$ cat config.mk
export PLATFORM = sky130hd
export DESIGN_NAME = jk_mod_counter
export DESIGN_NICKNAME = d
export VERILOG_FILES = /design/src/rtl/jk_pkg.sv /design/src/rtl/jk_ff.sv /design/src/rtl/jk_mod_counter.sv
export SDC_FILE = /design/constraint.sdc
export NUM_CORES = 1
export LEC_CHECK = 0
export CAP_MARGIN = 10
export CORE_AREA = 5 5 42 44
export DETAILED_ROUTE_END_ITERATION = 10
export DIE_AREA = 0 0 47 49
export GPL_ROUTABILITY_DRIVEN = 0
export PLACE_DENSITY = 0.71
export SLEW_MARGIN = 30
export SYNTH_ARGS = -nofsm -noshare
export SYNTH_HDL_FRONTEND = slang
export SYNTH_HIERARCHICAL = 1
export SYNTH_SLANG_ARGS = --single-unit
export TNS_END_PERCENT = 30
$ cat constraint.sdc
create_clock -name CLK -period 2.7 [get_ports CLK]
set_input_delay 0.81 -clock CLK [delete_from_list [all_inputs] [get_ports CLK]]
set_output_delay 0.81 -clock CLK [all_outputs]
set_load 0.1 [all_outputs]
$ cat src/rtl/jk_pkg.sv
// Shared JK flip-flop definitions: operation encoding and excitation helper.
// Latency: none (types and a pure function only).
// Backpressure: not applicable.
package jk_pkg;

   // {J,K} encoding of the four JK flip-flop operations
   typedef enum logic [1:0] {
      HOLD = 2'b00,
      CLR  = 2'b01,
      SET  = 2'b10,
      TOG  = 2'b11
   } jk_op_t;

   // Excitation for present bit q and desired next bit n. A changing bit
   // gets SET or CLR, never TOG, so the result never depends on toggling.
   function automatic jk_op_t jk_excite(input logic q, input logic n);
      return jk_op_t'({~q & n, q & ~n});
   endfunction

endpackage

$ cat src/rtl/jk_ff.sv
// Rising-edge JK flip-flop with asynchronous active-low clear.
// Latency: Q updates one CLK edge after J/K; clears immediately on RST_N low.
// Backpressure: none; J=K=0 holds the stored bit.
module jk_ff
   import jk_pkg::*;
(
   input  logic CLK,
   input  logic RST_N,
   input  logic J,
   input  logic K,
   output logic Q,
   output logic not_Q
);

   // Full JK table on the rising edge, asynchronous clear to 0
   always_ff @(posedge CLK or negedge RST_N) begin
      if (!RST_N) begin
         Q <= 1'b0;
      end else begin
         case (jk_op_t'({J, K}))
            HOLD:    Q <= Q;
            CLR:     Q <= 1'b0;
            SET:     Q <= 1'b1;
            TOG:     Q <= ~Q;
            default: Q <= Q;
         endcase
      end
   end

   // Complement output follows the stored bit, so it reads 1 during reset
   assign not_Q = ~Q;

endmodule

$ cat src/rtl/jk_mod_counter.sv
// Modulo-MODULUS up/down counter built from one JK flip-flop per bit.
// Latency: Q/not_Q one CLK edge after LOAD/EN; TC is combinational (zero latency).
// Backpressure: none; EN=0 with LOAD=0 holds the count (all bits get JK=00).
module jk_mod_counter
   import jk_pkg::*;
#(
   parameter int WIDTH   = 4,   // at least 2
   parameter int MODULUS = 10   // 2 .. 2**WIDTH
) (
   input  logic             CLK,
   input  logic             RST_N,
   input  logic             EN,
   input  logic             UP,
   input  logic             LOAD,
   input  logic [WIDTH-1:0] D,
   output logic [WIDTH-1:0] Q,
   output logic [WIDTH-1:0] not_Q,
   output logic             TC
);

   // Highest legal count; also the clamp value for oversized loads.
   // Wrap is found by comparing against this or zero, never by carry-out,
   // so non-power-of-two moduli wrap exactly.
   localparam logic [WIDTH-1:0] MAX_CNT = WIDTH'(MODULUS - 1);

   logic [WIDTH-1:0] next_q;
   logic [WIDTH-1:0] j_bits;
   logic [WIDTH-1:0] k_bits;

   // Desired next count: load (with clamp) beats count, count beats hold
   always_comb begin
      next_q = Q;
      if (LOAD) begin
         next_q = (D > MAX_CNT) ? MAX_CNT : D;
      end else if (EN) begin
         if (Q > MAX_CNT) begin
            next_q = '0;                         // recover from an illegal state
         end else if (UP) begin
            next_q = (Q == MAX_CNT) ? '0 : Q + WIDTH'(1);
         end else begin
            next_q = (Q == '0) ? MAX_CNT : Q - WIDTH'(1);
         end
      end
   end

   // One flip-flop per bit, excited from present vs. desired value
   for (genvar i = 0; i < WIDTH; i++) begin : g_bit
      assign {j_bits[i], k_bits[i]} = jk_excite(Q[i], next_q[i]);

      jk_ff u_ff (
         .CLK   (CLK),
         .RST_N (RST_N),
         .J     (j_bits[i]),
         .K     (k_bits[i]),
         .Q     (Q[i]),
         .not_Q (not_Q[i])
      );
   end

   // Terminal count predicts the wrap on the coming edge, for cascading
   assign TC = EN & ~LOAD & ((UP & (Q == MAX_CNT)) | (~UP & (Q == '0)));

endmodule

# == Word-level counts from Yosys, hierarchy flattened ==
# Cells that the tools add are included.
# word_totals
reg_bits,4
in_bits,9
output_inout_bits,9
elab_cells,60
# classes
n_addsub,2
order_cmp,2
n_eq_ne,13
muxes,11
bitwise,23
n_reduce_logical,5
# ops
operator,count
2-to-1 mux 4 bit,7
"== test 2 bit, second input constant",8
bitwise AND 1 bit,12
one-hot mux 1 bit (3 select lines),4
inverter 1 bit,10
"== test 2 x 1 -> 1 bit, second input constant",4
"greater-than comparator 4 bit, second input constant",2
logical NOT 2 bit,4
"adder 4 x 1 -> 4 bit, second input constant",1
"== test 4 bit, second input constant",1
logical NOT 4 bit,1
"subtractor 4 x 1 -> 4 bit, second input constant",1
OR 1 bit,1

# == Logic depth before layout (Yosys ltp) ==
# Gate-level depths: netlist of run 1.
# depth
ltp_word,10
depth_mapped,8
mapped_depth_nobuf,8

# == Modules after synthesis ==
# Netlist of run 1, hierarchy kept.
# by_module_without_submodules
mod,n_inst,cells_each,area_per_inst_um2,seq_area_each_um2
jk_mod_counter,1,58,365.4,0.0
jk_ff,4,4,37.5,25.0

# == Worst setup path before layout of run 1 ==
# No wires, ideal clock.
# synth_timing
kind,flip-flop to output port
start,register g_bit[0].u_ff.Q
end,output TC
arrival_ns,4.388
required_ns,1.890
slack_ns,-2.498
stages_incl_launch_ff,5
n_path_buf,0
cell_sequence,dfrtp_1 ha_1 and2_4 a21oi_1 nor4_1
# synth_via
elab_chain_cells,4
word_cells_on_any_way,6
cone_classes,1 x eq/ne; 4 x bitwise; 1 x reduce/logical
# synth_lines
element,line_no,text
start: declaration,jk_ff.sv:11,"output logic Q,"
start signal: assignment,jk_ff.sv:24,TOG: Q <= ~Q;
== test 4 bit or logical NOT 4 bit (tied branches),jk_mod_counter.sv:61,assign TC = EN & ~LOAD & ((UP & (Q == MAX_CNT)) | (~UP & (Q == '0)));
bitwise AND 1 bit,jk_mod_counter.sv:61,
OR 1 bit (*),jk_mod_counter.sv:61,
bitwise AND 1 bit (*),jk_mod_counter.sv:61,
end: declaration,jk_mod_counter.sv:18,output logic TC
# Every way passes the cells marked *; elsewhere a longest branch is shown, timed or not.

# == Worst setup path in the final report of run 1 ==
# layout_timing
start,input LOAD
end,output TC
# layout_via
elab_chain_cells,3
# layout_lines
element,line_no,text
start: declaration,jk_mod_counter.sv:14,"input logic LOAD,"
inverter 1 bit,jk_mod_counter.sv:61,
bitwise AND 1 bit (2 in series),jk_mod_counter.sv:61,
# Every way passes these cells.

==> impl_metrics.json, run 1 <==
{
  "status": "completed",
  "wl_met3_um": 74,
  "drt_iter0_drc": 7,
  "rsz0062_at_grt": "no",
  "grt_pass1_vias": 611,
  "dieArea_um2": 2300,
  "yosysSeqAreaShare_pct": 19.4,
  "largest_registers": "g_bit.u_ff/Q: 4 flops",
  "syn_nets": 87,
  "cpLargestDelayFamily": "buffers and inverters",
  "io_buffers": 17,
  "hpwlAfterDp_mm": 1.13,
  "crit_chain": "clkdlybuf4s50_1 > nor4_4 > buf_12",
  "fin_nets": 113,
  "arrival_ns": 1.78,
  "m1WireLength_um": 586,
  "skew_ns": 0.000898,
  "die_h_um": 49,
  "area_growth_pct": 60.2,
  "async_flop_share_pct": 100,
  "grt_pass1_wl_mm": 2.46,
  "core_area_um2": 1400,
  "slew_viol_final": 0,
  "routed-wl-met2_um": 716,
  "routed_wirelength_mm": 1.38,
  "slowest_delay_ns": 0.47,
  "track_usage_pct": 14.0,
  "layout_common_cells": "buf_4 (15), nor2_1 (12), a21oi_1 (8), inv_1 (7), clkdlybuf4s50_1 (6)",
  "critPathBufInv": 2,
  "vias_per_cell": 5.41,
  "nFillCells": 130,
  "start_util_pct": 36.8,
  "hold_viol": 0,
  "num_rows": 14,
  "cts_setup_buffers": 0,
  "antenna_cells": 0,
  "final_cells": 115,
  "fmax_ghz": 0.387,
  "netlist_area_um2": 515,
  "syn_inst": 74,
  "routed.top_layer": "met3",
  "cp_max_fo": 2,
  "synth_ff_type": "dfrtp_1",
  "htree_levels": 1,
  "cts_tree": "yes",
  "hold_path_class": "reg -> reg",
  "regToRegEndpoint": "g_bit[1].u_ff/Q",
  "overflow": 0,
  "worst_pin_slew_ns": 0.436,
  "hold_depth": 1,
  "first_pass_iters": 4,
  "cts_buffer_depth": 2,
  "avgSynthCellArea_um2": 6.97,
  "num_vias": 622,
  "registers.top_by_ff_count": "g_bit.u_ff/Q",
  "post-route-util_pct": 58.9,
  "grt_max_degree": 14,
  "setup_viol": 0,
  "layout-drive-gt1-share_pct": 37.4,
  "synth_seq_cells": 4,
  "hold_end": "g_bit[1].u_ff/Q",
  "cp-start-kind": "primary input",
  "io_pins": 18,
  "dp_cells": 111,
  "cp.depth": 3,
  "maxCapViolations": 0,
  "synth_edf_count": 0,
  "yosys_warnings": 6,
  "setup_slack_ns": 0.114,
  "clk_latency_ns": 0.24,
  "routedWlPerCell_um": 12.0,
  "cts_sinks": 4,
  "clk_pin_slew_ns": 0.04,
  "cts_made_buffers": 3,
  "drc": 0,
  "ant_nets": 0,
  "path_class": "in -> out",
  "cts-root-buf": "clkbuf_4",
  "synthDistinctLibCells": 28,
  "cp-end-kind": "output port",
  "max_slew_margin_pct": 70.2,
  "critPathRequiredTime_ns": 1.89,
  "reg2regPathDepth": 8,
  "r2r_slack_ns": 0.53,
  "pre_cts_slack_ns": -0.235,
  "hold_buffers": 0,
  "die_w_um": 47,
  "antenna_found_initial": 0,
  "largest_register_ffs": 4,
  "r2r-start": "g_bit[0].u_ff/Q",
  "min_from": "g_bit[1].u_ff/Q",
  "slowest_stage": "clkdlybuf4s50_1",
  "finalCriticalPeriod_ns": 2.59,
  "period_share_pct": 95.8,
  "layout_commonest_cell": "buf_4"
}
==> routing by layer <==
layer / vias to the layer above / track usage (%)
li1: 307 / -
met1: 298 / 16.1
met2: 17 / 24.2
met3: 0 / 5.54
met4: 0 / 1.38
met5: - / 0
==> Yosys cell counts, types with 2 or more instances <==
library cell	count	area, µm²
clkbuf_1	2	7.51
ha_1	4	50.1
nand2_1	4	15.0
nor2b_1	2	12.5
a21oi_1	9	45.0
nand2b_1	3	18.8
a211o_1	2	17.5
dfrtp_1	4	100
inv_1	10	37.5
o21ai_0	4	20.0
nor2_1	13	48.8
==> worst max-delay path by stage <==
stage / startpoint / endpoint / slack [ns]
floorplan: g_bit[1].u_ff/Q / TC / -0.35
global placement: UP / TC / -0.20
detailed placement: UP / TC / -0.23
CTS: UP / TC / 0.04
global route: g_bit[1].u_ff/Q / TC / 0.03
finish: LOAD / TC / 0.11
==> logic make-up (layout without fill, tap and decap cells) <==
group	after synthesis	count (layout)	share of synthesized area, %
adder cells (fa/ha/maj)	4	4	9.71
AND/OR/NAND/NOR	29	29	27.2
flip-flops	4	4	19.4
AO/OA/AOI/OAI	24	24	34.0
buffers and inverters	13	38	9.71
==> metrics by stage <==
| stage | instance area, µm² | TNS (ns) | hold slack, ns |
|---|---|---|---|
| 6_report | 826 | 0 | 0.615 |
| 5_1_grt | 826 | 0 | 0.638 |
| 4_1_cts | 831 | 0 | 0.616 |
| 3_5_place_dp | 806 | -0.342 | 0.610 |
| 3_3_place_gp | 806 | -0.262 | 0.622 |
| 2_1_floorplan | 586 | -0.352 | 0.514 |
==> area by class of cell <==
type | count | area, µm² | area share, %
flip-flops and latches | 4 | 111 | 13.5
inverters | 10 | 42.5 | 5.15
clock buffers | 4 | 26.3 | 3.18
repair buffers | 24 | 206 | 25.0
well taps | 16 | 20.0 | 2.42
multi-input cells | 57 | 419 | 50.8
==> worst register-to-register path: cells and delay by family (launching register included) <==
family | cells | cell delay [ns]
fa+ha+maj | 1 | 0.20
simple gates | 3 | 0.36
buf+inv | 1 | 0.13
compound gates | 3 | 0.86
flops | 1 | 0.54
==> what timing repair did <==
action                                  CTS  global route
resized for setup                         4             1
endpoints found under the setup margin    1             1
pin swaps                                 1             1
Power of run 1 is left out: the tool's default activity adds up to more than one toggle a clock period on the data nets, which glitch-free logic cannot reach.
==> run 2, diff against run 1 <==
--- a/config.mk
+++ b/config.mk
@@ -11,6 +11,7 @@
 export DIE_AREA = 0 0 47 49
 export GPL_ROUTABILITY_DRIVEN = 0
 export PLACE_DENSITY = 0.71
+export RECOVER_POWER = 100
 export SLEW_MARGIN = 30
 export SYNTH_ARGS = -nofsm -noshare
 export SYNTH_HDL_FRONTEND = slang
==> constraint.sdc (replaced) <==
create_clock -name CLK -period 3 [get_ports CLK]
set_input_delay 0.9 -clock CLK [delete_from_list [all_inputs] [get_ports CLK]]
set_output_delay 0.9 -clock CLK [all_outputs]
set_load 0.1 [all_outputs]
==> run 2 against run 1 <==
Effect of this change: first-iteration DRC count rose by 71%; register-to-register slack better by 0.20 ns; critical path depth increased by 1; worst hold slack got worse by 0.021 ns; via count shrank 4.3%; routed wire length shrank 4.4%; critical path type unchanged; critical endpoint unchanged.
==> impl_metrics.json, run 2 (synthesis gave the netlist of run 1 again) <==
{
  "status": "completed",
  "worst_pin_slew_ns": 1.16,
  "min_from": "g_bit[0].u_ff/Q",
  "die_h_um": 49,
  "arrival_ns": 2.01,
  "first_pass_iters": 6,
  "critPathRequiredTime_ns": 2.10,
  "finish.instance_area_um2": 754,
  "cts_sinks": 4,
  "cts_buffer_depth": 2,
  "setup_viol": 0,
  "path_class": "in -> out",
  "routed_wirelength_mm": 1.32,
  "period_share_pct": 96.8,
  "cts_tree": "yes",
  "max_slew_margin_pct": 22.9,
  "htree_levels": 1,
  "layout_commonest_cell": "nor2_1",
  "registers.top_by_ff_count": "g_bit.u_ff/Q",
  "area_growth_pct": 46.4,
  "overflow": 0,
  "hold_path_class": "reg -> reg",
  "cp_max_fo": 2,
  "hold_viol": 0,
  "drc": 0,
  "io_buffers": 17,
  "grt_pass1_vias": 556,
  "maxCapViolations": 0,
  "antenna_cells": 0,
  "rsz0062_at_grt": "no",
  "vias_per_cell": 5.22,
  "nFillCells": 159,
  "antenna_found_initial": 0,
  "cp-start-kind": "primary input",
  "r2r-start": "g_bit[0].u_ff/Q",
  "num_vias": 595,
  "grt_pass1_wl_mm": 2.26,
  "finalCriticalPeriod_ns": 2.91,
  "largest_register_ffs": 4,
  "cp-end-kind": "output port",
  "crit_start": "EN",
  "core_area_um2": 1400,
  "io_pins": 18,
  "tns_ns": 0,
  "skew_ns": 0.00494,
  "drt_iter0_drc": 12,
  "die_w_um": 47,
  "num_rows": 14,
  "layout-drive-gt1-share_pct": 27.6,
  "dieArea_um2": 2300,
  "fin_nets": 112,
  "hold-worst-slack_ns": 0.593,
  "clk_latency_ns": 0.24,
  "layout_common_cells": "nor2_1 (12), inv_1 (8), a21oi_1 (8), clkbuf_1 (7), clkdlybuf4s50_1 (6)",
  "ant_nets": 0,
  "slew_viol_final": 0,
  "start_util_pct": 36.8,
  "cts-root-buf": "clkbuf_4",
  "track_usage_pct": 13.0,
  "clk_pin_slew_ns": 0.04,
  "hpwlAfterDp_mm": 1.07,
  "cts_setup_buffers": 0,
  "cts_made_buffers": 3,
  "fmax_ghz": 0.344,
  "grt_max_degree": 14,
  "largest_registers": "g_bit.u_ff/Q: 4 flops",
  "place_area_um2": 768,
  "routedWlPerCell_um": 11.6
}
==> run 2: cell count changes in the layout (fill, tap and decap cells not counted), moves of 2 or more <==
cell and change:
buf_4 -10, clkbuf_1 +6, ha_4 -2, inv_4 -2
==> run 2: worst max-delay path, cell delays in order <==
cell             delay (ns)
clkdlybuf4s50_1        0.49
inv_1                  0.08
nor4_4                 0.32
buf_12                 0.21
==> run 2: through the flow <==
step	cells	util, %	setup slack [ns]
after floorplan	74	-	-0.210
after global placement	110	54.8	-0.0830
after detailed placement	110	54.8	-0.111
after CTS	114	56.6	0.0822
after global routing	114	53.8	0.0242
final	114	53.8	0.0947
==> run 2: area by class of cell <==
cell class,instances,area (µm²),area share [%]
clock buffers,4,26.3,3.48
repair buffers,23,176,23.4
well taps,16,20.0,2.65
multi-input cells,57,385,51.1
inverters,10,37.5,4.98
flip-flops and latches,4,109,14.4
==> run 2: final timing paths <==
kind / slack [ns] / depth (start not counted) / to
worst max-delay path: 0.09 / 4 / TC
worst min-delay path: 0.59 / 1 / g_bit[0].u_ff/Q
worst max register to register: 0.73 / 8 / g_bit[1].u_ff/Q
worst min register to register: 0.59 / 1 / g_bit[0].u_ff/Q
max in group asynchronous: 1.86 / 1 / g_bit[3].u_ff/Q
min in group asynchronous: 0.94 / 1 / g_bit[1].u_ff/Q
==> run 2: repair_timing <==
| item | 4_1_cts | 5_1_grt |
|---|---|---|
| hold buffers | 0 | 0 |
| endpoints found under the setup margin | 1 | 0 |
| gates resized for setup | 1 | 0 |
==> run 2: layer usage <==
metal	GRT usage (%)	part of all wire [%]
met4	3.23	0
met5	0	0
met2	19.9	50
met3	5.54	6.3
met1	16.3	44
Power of run 2 is left out for the same reason.
